===== src/rtl/sram_arb_pkg.sv =====
// Shared definitions for the two-master SRAM port arbiter.
// Contents:
//   arb_state_t   - arbiter state encoding (ARB / OWN0 / OWN1)
//   ID_M0, ID_M1  - master identifiers carried through the read tracker
//   DEF_AW/DEF_DW - default SRAM address / data widths (1K x 32)
//   other_id()    - the opposite master of a given id
package sram_arb_pkg;

    typedef enum logic [1:0] {
        ST_ARB  = 2'd0,
        ST_OWN0 = 2'd1,
        ST_OWN1 = 2'd2
    } arb_state_t;

    localparam logic ID_M0 = 1'b0;
    localparam logic ID_M1 = 1'b1;

    localparam int DEF_AW = 10;
    localparam int DEF_DW = 32;

    function automatic logic other_id(input logic id);
        return ~id;
    endfunction

endpackage


===== src/rtl/sram_port_arbiter_if.sv =====
// Request/response bundle between one master and the SRAM port arbiter.
// Signals:
//   req    - access request, held until gnt
//   wen    - 1 = write, 0 = read
//   lock   - keep ownership after this access
//   addr   - word address
//   wdata  - write data
//   gnt    - accept, combinational from the arbiter
//   rvalid - one-cycle read-data-valid pulse
//   rdata  - read data, qualified by rvalid
// Modports: master (requester side), slave (arbiter side).
interface sram_port_arbiter_if #(
    parameter int AW = 10,
    parameter int DW = 32
);
    logic          req;
    logic          wen;
    logic          lock;
    logic [AW-1:0] addr;
    logic [DW-1:0] wdata;
    logic          gnt;
    logic          rvalid;
    logic [DW-1:0] rdata;

    modport master (
        output req, wen, lock, addr, wdata,
        input  gnt, rvalid, rdata
    );

    modport slave (
        input  req, wen, lock, addr, wdata,
        output gnt, rvalid, rdata
    );
endinterface


===== src/rtl/sram_rd_tracker.sv =====
// Read-return tracker: a {valid, id} shift pipeline of depth 1+RD_LAT.
// A read accepted in cycle n enters the pipe at the end of cycle n and
// reaches the last stage in cycle n+1+RD_LAT, the cycle in which the SRAM
// presents the data.
// Ports:
//   i_clk      - clock
//   i_rst      - synchronous active-high reset; drops all reads in flight
//   i_push     - a read is accepted this cycle
//   i_id       - id of the master that issued it
//   o_rvalid0  - read data valid for master 0
//   o_rvalid1  - read data valid for master 1
module sram_rd_tracker
    import sram_arb_pkg::*;
#(
    parameter int RD_LAT = 1
) (
    input  logic i_clk,
    input  logic i_rst,
    input  logic i_push,
    input  logic i_id,
    output logic o_rvalid0,
    output logic o_rvalid1
);
    localparam int DEPTH = 1 + RD_LAT;

    logic [DEPTH-1:0] r_vld;
    logic [DEPTH-1:0] r_id;

    always_ff @(posedge i_clk) begin
        if (i_rst) begin
            r_vld <= '0;
            r_id  <= '0;
        end else begin
            r_vld <= {r_vld[DEPTH-2:0], i_push};
            r_id  <= {r_id[DEPTH-2:0], i_id};
        end
    end

    assign o_rvalid0 = r_vld[DEPTH-1] & (r_id[DEPTH-1] == ID_M0);
    assign o_rvalid1 = r_vld[DEPTH-1] & (r_id[DEPTH-1] == ID_M1);
endmodule


===== src/rtl/sram_port_arbiter.sv =====
// Round-robin arbiter sharing one single-port SRAM between two masters,
// with per-master lock for exclusive bursts.
// Ports:
//   HCLK, RST  - clock, synchronous active-high reset
//   m0, m1     - master request/response bundles (slave modport)
//   mem_en     - SRAM enable, one cycle per accepted access (registered)
//   mem_wen    - SRAM write enable (registered)
//   mem_addr   - SRAM address, holds last value when idle (registered)
//   mem_wdata  - SRAM write data, holds last value when idle (registered)
//   mem_rdata  - SRAM read data, forwarded to both masters
module sram_port_arbiter
    import sram_arb_pkg::*;
#(
    parameter int AW     = DEF_AW,
    parameter int DW     = DEF_DW,
    parameter int RD_LAT = 1
) (
    input  logic                 HCLK,
    input  logic                 RST,
    sram_port_arbiter_if.slave   m0,
    sram_port_arbiter_if.slave   m1,
    output logic                 mem_en,
    output logic                 mem_wen,
    output logic [AW-1:0]        mem_addr,
    output logic [DW-1:0]        mem_wdata,
    input  logic [DW-1:0]        mem_rdata
);
    arb_state_t    r_state;
    logic          r_ptr;
    logic          r_mem_en;
    logic          r_mem_wen;
    logic [AW-1:0] r_mem_addr;
    logic [DW-1:0] r_mem_wdata;

    logic          w_gnt0;
    logic          w_gnt1;
    logic          w_acc;
    logic          w_sel_id;
    logic          w_sel_wen;
    logic          w_sel_lock;
    logic [AW-1:0] w_sel_addr;
    logic [DW-1:0] w_sel_wdata;
    logic          w_rvalid0;
    logic          w_rvalid1;

    // Grant decode. The pointer only breaks ties; an uncontested request in
    // ARB is granted regardless of it.
    always_comb begin
        w_gnt0 = 1'b0;
        w_gnt1 = 1'b0;
        if (!RST) begin
            case (r_state)
                ST_ARB: begin
                    if (m0.req && m1.req) begin
                        if (r_ptr == ID_M0) w_gnt0 = 1'b1;
                        else                w_gnt1 = 1'b1;
                    end else begin
                        w_gnt0 = m0.req;
                        w_gnt1 = m1.req;
                    end
                end
                ST_OWN0: w_gnt0 = m0.req;
                ST_OWN1: w_gnt1 = m1.req;
                default: ;
            endcase
        end
    end

    assign w_acc       = w_gnt0 | w_gnt1;
    assign w_sel_id    = w_gnt1 ? ID_M1 : ID_M0;
    assign w_sel_wen   = w_gnt1 ? m1.wen   : m0.wen;
    assign w_sel_lock  = w_gnt1 ? m1.lock  : m0.lock;
    assign w_sel_addr  = w_gnt1 ? m1.addr  : m0.addr;
    assign w_sel_wdata = w_gnt1 ? m1.wdata : m0.wdata;

    always_ff @(posedge HCLK) begin
        if (RST) begin
            r_state     <= ST_ARB;
            r_ptr       <= ID_M0;
            r_mem_en    <= 1'b0;
            r_mem_wen   <= 1'b0;
            r_mem_addr  <= '0;
            r_mem_wdata <= '0;
        end else begin
            r_mem_en  <= w_acc;
            r_mem_wen <= w_acc & w_sel_wen;
            if (w_acc) begin
                r_mem_addr  <= w_sel_addr;
                r_mem_wdata <= w_sel_wdata;
            end

            case (r_state)
                ST_ARB: begin
                    if (w_acc) begin
                        if (m0.req && m1.req) r_ptr <= other_id(w_sel_id);
                        if (w_sel_lock)
                            r_state <= (w_sel_id == ID_M1) ? ST_OWN1 : ST_OWN0;
                    end
                end
                ST_OWN0: begin
                    if (w_acc && !m0.lock) begin
                        r_state <= ST_ARB;
                        r_ptr   <= ID_M1;
                    end else if (!m0.req && !m0.lock) begin
                        // Owner abandoned the burst without a final access.
                        r_state <= ST_ARB;
                    end
                end
                ST_OWN1: begin
                    if (w_acc && !m1.lock) begin
                        r_state <= ST_ARB;
                        r_ptr   <= ID_M0;
                    end else if (!m1.req && !m1.lock) begin
                        r_state <= ST_ARB;
                    end
                end
                default: r_state <= ST_ARB;
            endcase
        end
    end

    sram_rd_tracker #(.RD_LAT(RD_LAT)) u_rd_tracker (
        .i_clk     (HCLK),
        .i_rst     (RST),
        .i_push    (w_acc & ~w_sel_wen),
        .i_id      (w_sel_id),
        .o_rvalid0 (w_rvalid0),
        .o_rvalid1 (w_rvalid1)
    );

    assign m0.gnt    = w_gnt0;
    assign m1.gnt    = w_gnt1;
    assign m0.rvalid = w_rvalid0;
    assign m1.rvalid = w_rvalid1;
    assign m0.rdata  = mem_rdata;
    assign m1.rdata  = mem_rdata;

    assign mem_en    = r_mem_en;
    assign mem_wen   = r_mem_wen;
    assign mem_addr  = r_mem_addr;
    assign mem_wdata = r_mem_wdata;
endmodule


===== src/flat_wrapper.sv =====
// flat-port wrapper written by rule: the top's interface ports become plain ports
module sram_port_arbiter_flat import sram_arb_pkg::*;
#(
    parameter int AW     = DEF_AW,
    parameter int DW     = DEF_DW,
    parameter int RD_LAT = 1
)
  (HCLK, RST, mem_en, mem_wen, mem_addr, mem_wdata, mem_rdata, m0_req, m0_wen, m0_lock, m0_addr, m0_wdata, m0_gnt, m0_rvalid, m0_rdata, m1_req, m1_wen, m1_lock, m1_addr, m1_wdata, m1_gnt, m1_rvalid, m1_rdata);
  sram_port_arbiter_if #(.AW(AW), .DW(DW)) m0_i ();
  sram_port_arbiter_if #(.AW(AW), .DW(DW)) m1_i ();
  input  logic HCLK;
  input  logic RST;
  output logic mem_en;
  output logic mem_wen;
  output logic [AW-1:0] mem_addr;
  output logic [DW-1:0] mem_wdata;
  input  logic [DW-1:0] mem_rdata;
  input wire logic [$bits(m0_i.req)-1:0] m0_req;
  input wire logic [$bits(m0_i.wen)-1:0] m0_wen;
  input wire logic [$bits(m0_i.lock)-1:0] m0_lock;
  input wire logic [$bits(m0_i.addr)-1:0] m0_addr;
  input wire logic [$bits(m0_i.wdata)-1:0] m0_wdata;
  output wire logic [$bits(m0_i.gnt)-1:0] m0_gnt;
  output wire logic [$bits(m0_i.rvalid)-1:0] m0_rvalid;
  output wire logic [$bits(m0_i.rdata)-1:0] m0_rdata;
  input wire logic [$bits(m1_i.req)-1:0] m1_req;
  input wire logic [$bits(m1_i.wen)-1:0] m1_wen;
  input wire logic [$bits(m1_i.lock)-1:0] m1_lock;
  input wire logic [$bits(m1_i.addr)-1:0] m1_addr;
  input wire logic [$bits(m1_i.wdata)-1:0] m1_wdata;
  output wire logic [$bits(m1_i.gnt)-1:0] m1_gnt;
  output wire logic [$bits(m1_i.rvalid)-1:0] m1_rvalid;
  output wire logic [$bits(m1_i.rdata)-1:0] m1_rdata;
  assign m0_i.req = m0_req;
  assign m0_i.wen = m0_wen;
  assign m0_i.lock = m0_lock;
  assign m0_i.addr = m0_addr;
  assign m0_i.wdata = m0_wdata;
  assign m0_gnt = m0_i.gnt;
  assign m0_rvalid = m0_i.rvalid;
  assign m0_rdata = m0_i.rdata;
  assign m1_i.req = m1_req;
  assign m1_i.wen = m1_wen;
  assign m1_i.lock = m1_lock;
  assign m1_i.addr = m1_addr;
  assign m1_i.wdata = m1_wdata;
  assign m1_gnt = m1_i.gnt;
  assign m1_rvalid = m1_i.rvalid;
  assign m1_rdata = m1_i.rdata;
  sram_port_arbiter #(.AW(AW), .DW(DW), .RD_LAT(RD_LAT)) u_core (.HCLK(HCLK), .RST(RST), .m0(m0_i), .m1(m1_i), .mem_en(mem_en), .mem_wen(mem_wen), .mem_addr(mem_addr), .mem_wdata(mem_wdata), .mem_rdata(mem_rdata));
endmodule

===== config.mk =====
export PLATFORM = sky130hd
export DESIGN_NAME = sram_port_arbiter_flat
export DESIGN_NICKNAME = d
export VERILOG_FILES = /design/src/rtl/sram_arb_pkg.sv /design/src/rtl/sram_port_arbiter_if.sv /design/src/rtl/sram_rd_tracker.sv /design/src/rtl/sram_port_arbiter.sv /design/src/flat_wrapper.sv
export SDC_FILE = /design/constraint.sdc
export NUM_CORES = 1
export LEC_CHECK = 0
export ABC_CLOCK_PERIOD_IN_PS = 4550
export CORE_ASPECT_RATIO = 1.4
export CORE_MARGIN = 4
export CORE_UTILIZATION = 35
export CTS_CLUSTER_DIAMETER = 50
export DETAILED_ROUTE_END_ITERATION = 6
export PLACE_DENSITY = 0.91
export SLEW_MARGIN = 20
export SYNTH_ARGS = -nofsm -noshare
export SYNTH_HDL_FRONTEND = slang
export SYNTH_SLANG_ARGS = --single-unit
export TNS_END_PERCENT = 100

===== constraint.sdc =====
create_clock -name HCLK -period 4.55 [get_ports HCLK]
set_input_delay 0.455 -clock HCLK [delete_from_list [all_inputs] [get_ports HCLK]]
set_output_delay 0.455 -clock HCLK [all_outputs]
set_load 0.01 [all_outputs]

Word-level counts from Yosys, hierarchy flattened. Index checks and enable logic that the tools add are counted.

Output and inout bits: 112. Register bits after elaboration: 51. Logic and storage cells: 64. Input port bits: 124.

Equal/unequal tests: 9. Bitwise logic cells: 8. Reduce and logical (&&, ||, !) cells: 13. Mux-type cells: 26.

Operators with widths (number): $mux 32 (1); $mux 2 (7); $mux 1 (13); $mux 10 (1); $ne 2x1->1 const B (5); $ne 3x1->1 const B (2); $pmux 2 s3 (1); $logic_and 1x1->1 (5); $reduce_and 5->1 (1); $and 1x1->1 (4); $logic_not 1->1 (4); $pmux 1 s2 (2); $reduce_and 4->1 (1); $not 1->1 (3); $pmux 1 s3 (1); $reduce_bool 3->1 (1); $eq 2x1->1 const B (1); $eq 2x2->1 const B (1); $logic_not 2->1 (1); $or 1x1->1 (1).

Logic depth before layout (Yosys ltp).
Depth after elaboration: 9. Gate-level depth with buffers: 8. Mapped depth without buffers: 7.

By module. A second synthesis with hierarchy kept.

Cells, all modules: 315. Area total of the unflattened synthesis: 3076.7 sq um.

By module, submodules not included: sram_port_arbiter (times used 1, seq. area each 940.9 sq um, cells an instance 305, area each 2955.3 sq um); sram_rd_tracker (times used 1, seq. area each 80.1 sq um, cells an instance 10, area each 121.4 sq um).

Worst setup path after synthesis. OpenSTA, ideal clock, no wires.

Path type: flip-flop to flip-flop. Start: register u_core.r_state[0]. End: register u_core.r_ptr. Path buffers: 1. Required time: 4.426 ns. Slack: 2.684 ns. Arrival time: 1.742 ns. Period minus slack after synthesis: 1.866 ns. Cell stages (with the launch flop): 9. Setup time: 0.124 ns. Path through: dfxtp_1 -> inv_1 -> ha_1 -> or3b_1 -> nand4_1 -> buf_4 -> inv_2 -> o31a_1 -> mux2i_1.

Longest elaborated chain between the ends: 8. Elaborated cells between the ends (all ways): 21. Those cells by class: eq/ne (6); mux (8); bitwise (2); reduce/logical (5).

Ends and longest elaborated chain: start, declared (line sram_port_arbiter.sv:28) `arb_state_t r_state;`; start signal, assigned (line sram_port_arbiter.sv:97) `r_state <= (w_sel_id == ID_M1) ? ST_OWN1 : ST_OWN0;`; $eq 2x2->1 or $logic_not 2->1 (tied branches) (line sram_port_arbiter.sv:52) `case (r_state)`; $pmux 1 s2 * (line sram_port_arbiter.sv:52); $mux 1 * (line sram_port_arbiter.sv:51) `if (!RST) begin`; via m1_gnt (line flat_wrapper.sv:31) `output wire logic [$bits(m1_i.gnt)-1:0] m1_gnt;`; $mux 1 (line sram_port_arbiter.sv:70) `assign w_sel_id = w_gnt1 ? ID_M1 : ID_M0;`; $not 1->1 (line sram_arb_pkg.sv:22) `return ~id;`; $mux 1 (line sram_port_arbiter.sv:95) `if (m0.req && m1.req) r_ptr <= other_id(w_sel_id);`; $mux 1 (line sram_port_arbiter.sv:94) `if (w_acc) begin`; $pmux 1 s3 (line sram_port_arbiter.sv:92) `case (r_state)`; end signal, assigned (line sram_port_arbiter.sv:95); end, declared (line sram_port_arbiter.sv:29) `logic r_ptr;`.

Mark *: on every way through the listed nets, which the timed path passes. The rest lies on a longest branch. The select of a mux whose other input is x is not followed. A chain may end at the register's enable or synchronous reset.

Final worst setup path.
Start: input port m0_req. End: output port m0_gnt.

Longest elaborated chain between the ends: 4.

Ends and longest elaborated chain: start, declared (line flat_wrapper.sv:18) `input wire logic [$bits(m0_i.req)-1:0] m0_req;`; $logic_and 1x1->1 (line sram_port_arbiter.sv:54) `if (m0.req && m1.req) begin`; $mux 1 (line sram_port_arbiter.sv:54); $pmux 1 s2 * (line sram_port_arbiter.sv:52); $mux 1 * (line sram_port_arbiter.sv:51); end, declared (line flat_wrapper.sv:23) `output wire logic [$bits(m0_i.gnt)-1:0] m0_gnt;`.

Mark *: on every way between the ends. The rest lies on a longest branch, timed or not.

==> impl.org <==
** Min path
- In this run the worst hold path is classified as flip-flop to flip-flop.

** Routing
- The routed layout has 2651 vias.
- The routed design uses 618 um of met3 wire.
- Using the TritonRoute via totals, the vias-per-cell ratio works out to about 5.
- The first TritonRoute pass finished after 4 iterations.
- After detailed routing, the number of remaining DRC violations is 0.
- Dividing the detail-routed wire length by the instance count gives 15.6 um.
- Remaining number of nets flagged by the antenna check after routing :: 0
- The routed design has 8200 um of wire.
- Routed length on met1 :: approximately 2900 um
- The routed design uses 4320 um of met2 wire.
- Violation count after the first detailed-route iteration :: 99
- In this run the top signal layer used is met4.

** Floorplanning
- Number of standard-cell rows in the floorplan :: 38
- Measured along the y axis, the die boundary spans 114 um.
- Number of primary I/O pins :: 236
- Total die area :: 0.00960 mm2
- Initial core utilization :: ~36%
- The total area inside the core boundary comes to 0.00780 mm2.
- The die is around 84 um wide.

** CTS
- Clk Latency, worst-skew pair :: 290 ps
- CTS built an H-tree with a depth of 2.
- Once the clock tree was built, the resizer swapped 0 gates to a different size.
- After clock tree synthesis, the clock-pin slew on the worst setup and hold paths is 90 ps.
- Clock buffer depth :: 2
- Counting the buffers created by CTS gives 5.
- Root buf cell :: sky130_fd_sc_hd__clkbuf_8
- Count of clock tree sinks :: 51
- Hold_buf cts :: 0
- After clock tree synthesis, the setup repair step added 0 buffers.
- Clock tree from TritonCTS :: done

** Power
- Gate power share :: between 40% and 50%
- The share of total power dissipated in sequential elements is about 41%.
- IR Drop Worst-Case VDD :: 182 uV
- Internal power comes to approximately 990 uW.
- Of the total power, the clock network draws between 10% and 20%.
- Design Power :: 1.47 mW
- In this run switching power makes up 32.9% of total power.
- In this run the power spent charging and discharging nets is 484 uW.
- Reported leakage power :: 1.43 nW
- Pwr/cell area :: ~380 mW/mm2

** Layout
- The net count of the finished layout is roughly 550.
- Syn-to-layout area delta :: 37.3%
- Area used by multi-input combinational logic :: approximately 0.0012 mm2
- The repair_antennas step left the layout with diodes totalling 0.
- The layout has 760 filler cells.
- In the final layout, the share of cells above drive strength 1 is 3.77%.
- Area taken by flip-flops and latches :: 0.00102 mm2

** Yosys
- Count of flip-flops with a built-in enable after synthesis :: 0
- The most used flip-flop cell after synthesis is sky130_fd_sc_hd__dfxtp_1.
- The synthesized netlist devotes 17.3% of its cell area to compound gates.
- Proportion of netlist area held by the largest area contributor :: 36.1%
- Share of synthesized area occupied by flip-flops and latches :: ~36%
- After synthesis the cells add up to 0.00283 mm2.
- The synthesized netlist contains 33 unique library cells.
- Yosys attributes the largest share of cell area to sky130_fd_sc_hd__dfxtp_1 (36%), sky130_fd_sc_hd__buf_4 (17%), sky130_fd_sc_hd__a311oi_1 (13%).
- Syn Inst Count :: 362
- Synthesis produced a netlist with a net count of 491.
- After synthesis the netlist holds a flip-flop and latch count of 51.
- In the synthesized netlist, the cells that appear most often are sky130_fd_sc_hd__nand2_1 (90), sky130_fd_sc_hd__buf_4 (65), sky130_fd_sc_hd__dfxtp_1 (51).
- Top cell type by total area after synthesis :: sky130_fd_sc_hd__dfxtp_1
- Measured against the total synthesized area, the mux share comes to 0.708%.
- Post-synthesis adder-cell area fraction :: 2.21%
- Syn Area/Cell :: 7.81 um2
- Yosys printed 0 warnings.
- Async S/R FF share, synth :: 0%
- Xor and xnor fraction of the mapped netlist area :: 0%
- By area, the combinational part of the netlist is dominated by buffers and inverters.
- sky130_fd_sc_hd__nand2_1 is the most common cell in the netlist.
- After Yosys synthesis, and, or, nand and nor cells account for 21.7% of the synthesized area.

** Setup path
- STA puts the critical path data required time at 4090 ps.
- Worst EP arrival :: 3190 ps
- STA classifies the critical path startpoint as an input pin.
- Critical path start-end classification :: input pin to output pin
- The worst setup path is captured at an output pin.
- On the worst path, the slowest cell contributes a delay of 670 ps.
- The largest individual stage delay along the critical path comes from the cell sky130_fd_sc_hd__clkdlybuf4s50_1.
- Number of buffer and inverter instances along the worst setup path :: 4
- Sequence of cells on the critical path :: clkdlybuf4s50_1, nor2b_1, o211ai_4, buf_16, inv_2, clkdlybuf4s50_1
- CP most frequent cell :: sky130_fd_sc_hd__clkdlybuf4s50_1
- Highest net fanout along the worst path :: 46
- Among cell families on the critical path, the largest total delay comes from buffers and inverters.

** GRT
- The first global-routing pass estimated 12300 um of wire.
- Antenna violations before repair :: 0
- Summed over all layers, the global routing overflow is 0.
- Vias in the first global route :: ~2600
- Pin count of the biggest net entering global routing :: slightly above 90
- GRT Resource Usage Total :: 15.7%

** Timing
- Setup Viol. Count Final :: 0
- Setup TNS Final :: 0 ps
- Timing would allow up to 274 MHz.
- The final-report hold violation count came to 0.
- Actual transition at the worst max-transition pin :: between 900 and 1000 ps
- Count of pins over their slew limit :: 0
- Crit path time final :: 3640 ps
- Unrepaired setup endpoints after global routing :: false
- Post-route clock period utilization :: 80.1%
- Remaining max-slew budget at the tightest pin :: 36.5%
- The clock arrives with ~6.4 ps of skew.

** Placement
- The HPWL after detailed placement is 6020 um.
- The congestion estimate from routability-driven global placement came to 0.765.
- PortBufs :: between 100 and 150

** Status
- Status :: completed

** Flow run
- Maxcap violations :: 0
-- metrics by stage --
stage | setup WS [ps] | utilization [%] | instances | cell area (um2) | hold WS, ps
after floorplan | 2680 | - | 362 | 2830 | 414
after global placement | 869 | 48.3 | 515 | 3770 | 418
after detailed placement | 909 | 48.7 | 516 | 3800 | 436
after CTS | 878 | 49.8 | 524 | 3880 | 458
after global routing | 739 | 49.8 | 524 | 3880 | 471
final | 906 | 49.8 | 524 | 3880 | 451
-- cell usage in the layout, fill, tap and decap left out, drive strengths merged --
cell,count
clkdlybuf4s50,138
nand2,90
dfxtp,51
nor2,43
a311oi,42
inv,9
nor2b,6
clkbuf,6
ha,5
nand3,3
buf,3
or2,2
a21o,2
a22o,2
mux2i,2
nand2b,2
o211ai,2
or3b,1
nand4,1
nand3b,1
and2,1
a31oi,1
and4,1
a221oi,1
o21ai,1
a221o,1
a21oi,1
o31a,1
a2111oi,1
a31o,1
o31ai,1
clkinv,1
clkinvlp,1
-- kinds of logic (layout without fill, tap and decap cells) --
family,Yosys count,in the layout
simple gates,151,151
buf+inv,96,158
compound gates,57,57
flops,51,51
fa+ha+maj,5,5
mux,2,2
-- cell type report --
class | count | share of cell area, %
sequential | 51 | 26.3
tap | 100 | 3.22
multi-input combinational | 215 | 30.8
timing repair buffer | 141 | 36.6
clock buffer | 6 | 1.87
inverter | 9 | 0.870
clock inverter | 2 | 0.322
-- sequential cells by signal (all words and copies together) (netlist names) --
name                       flops
u_core.mem_wen                 1
u_core.u_rd_tracker.r_id       2
u_core.r_state                 2
u_core.r_ptr                   1
u_core.mem_wdata              32
u_core.u_rd_tracker.r_vld      2
u_core.mem_en                  1
u_core.mem_addr               10
-- worst register-to-register path, delay by kind of cell (launching register included) --
family                     cells  cell delay, ps
AOI/OAI and AO/OA              2             620
adders and majority gates      1             340
buffers and inverters          3            1000
DFF                            1             350
and+or+nand+nor                2             360
-- power groups by stage --
stage,sequential (mW),combinational (mW),clock [mW]
CTS,0.599,0.627,0.264
global placement,0.605,0.595,0
global route,0.612,0.667,0.275
finish,0.599,0.621,0.250
detailed placement,0.608,0.625,0
floorplan,0.644,0.311,0
-- routing by layer --
layer	up-vias	global-route usage, %
li1	1285	-
met1	1204	14.7
met2	124	29.5
met3	38	4.97
met4	0	9.55
met5	-	0
-- path summary, 6_finish.rpt --
path	depth (start not counted)	slack, ps	to	from
max	6	910	m0_gnt	m0_req
min	1	450	u_core.u_rd_tracker.r_vld[1]	u_core.u_rd_tracker.r_vld[0]
max reg2reg	8	1780	u_core.mem_wdata[22]	u_core.r_state[1]
min reg2reg	1	450	u_core.u_rd_tracker.r_vld[1]	u_core.u_rd_tracker.r_vld[0]
(Power assumes the default switching activity.)
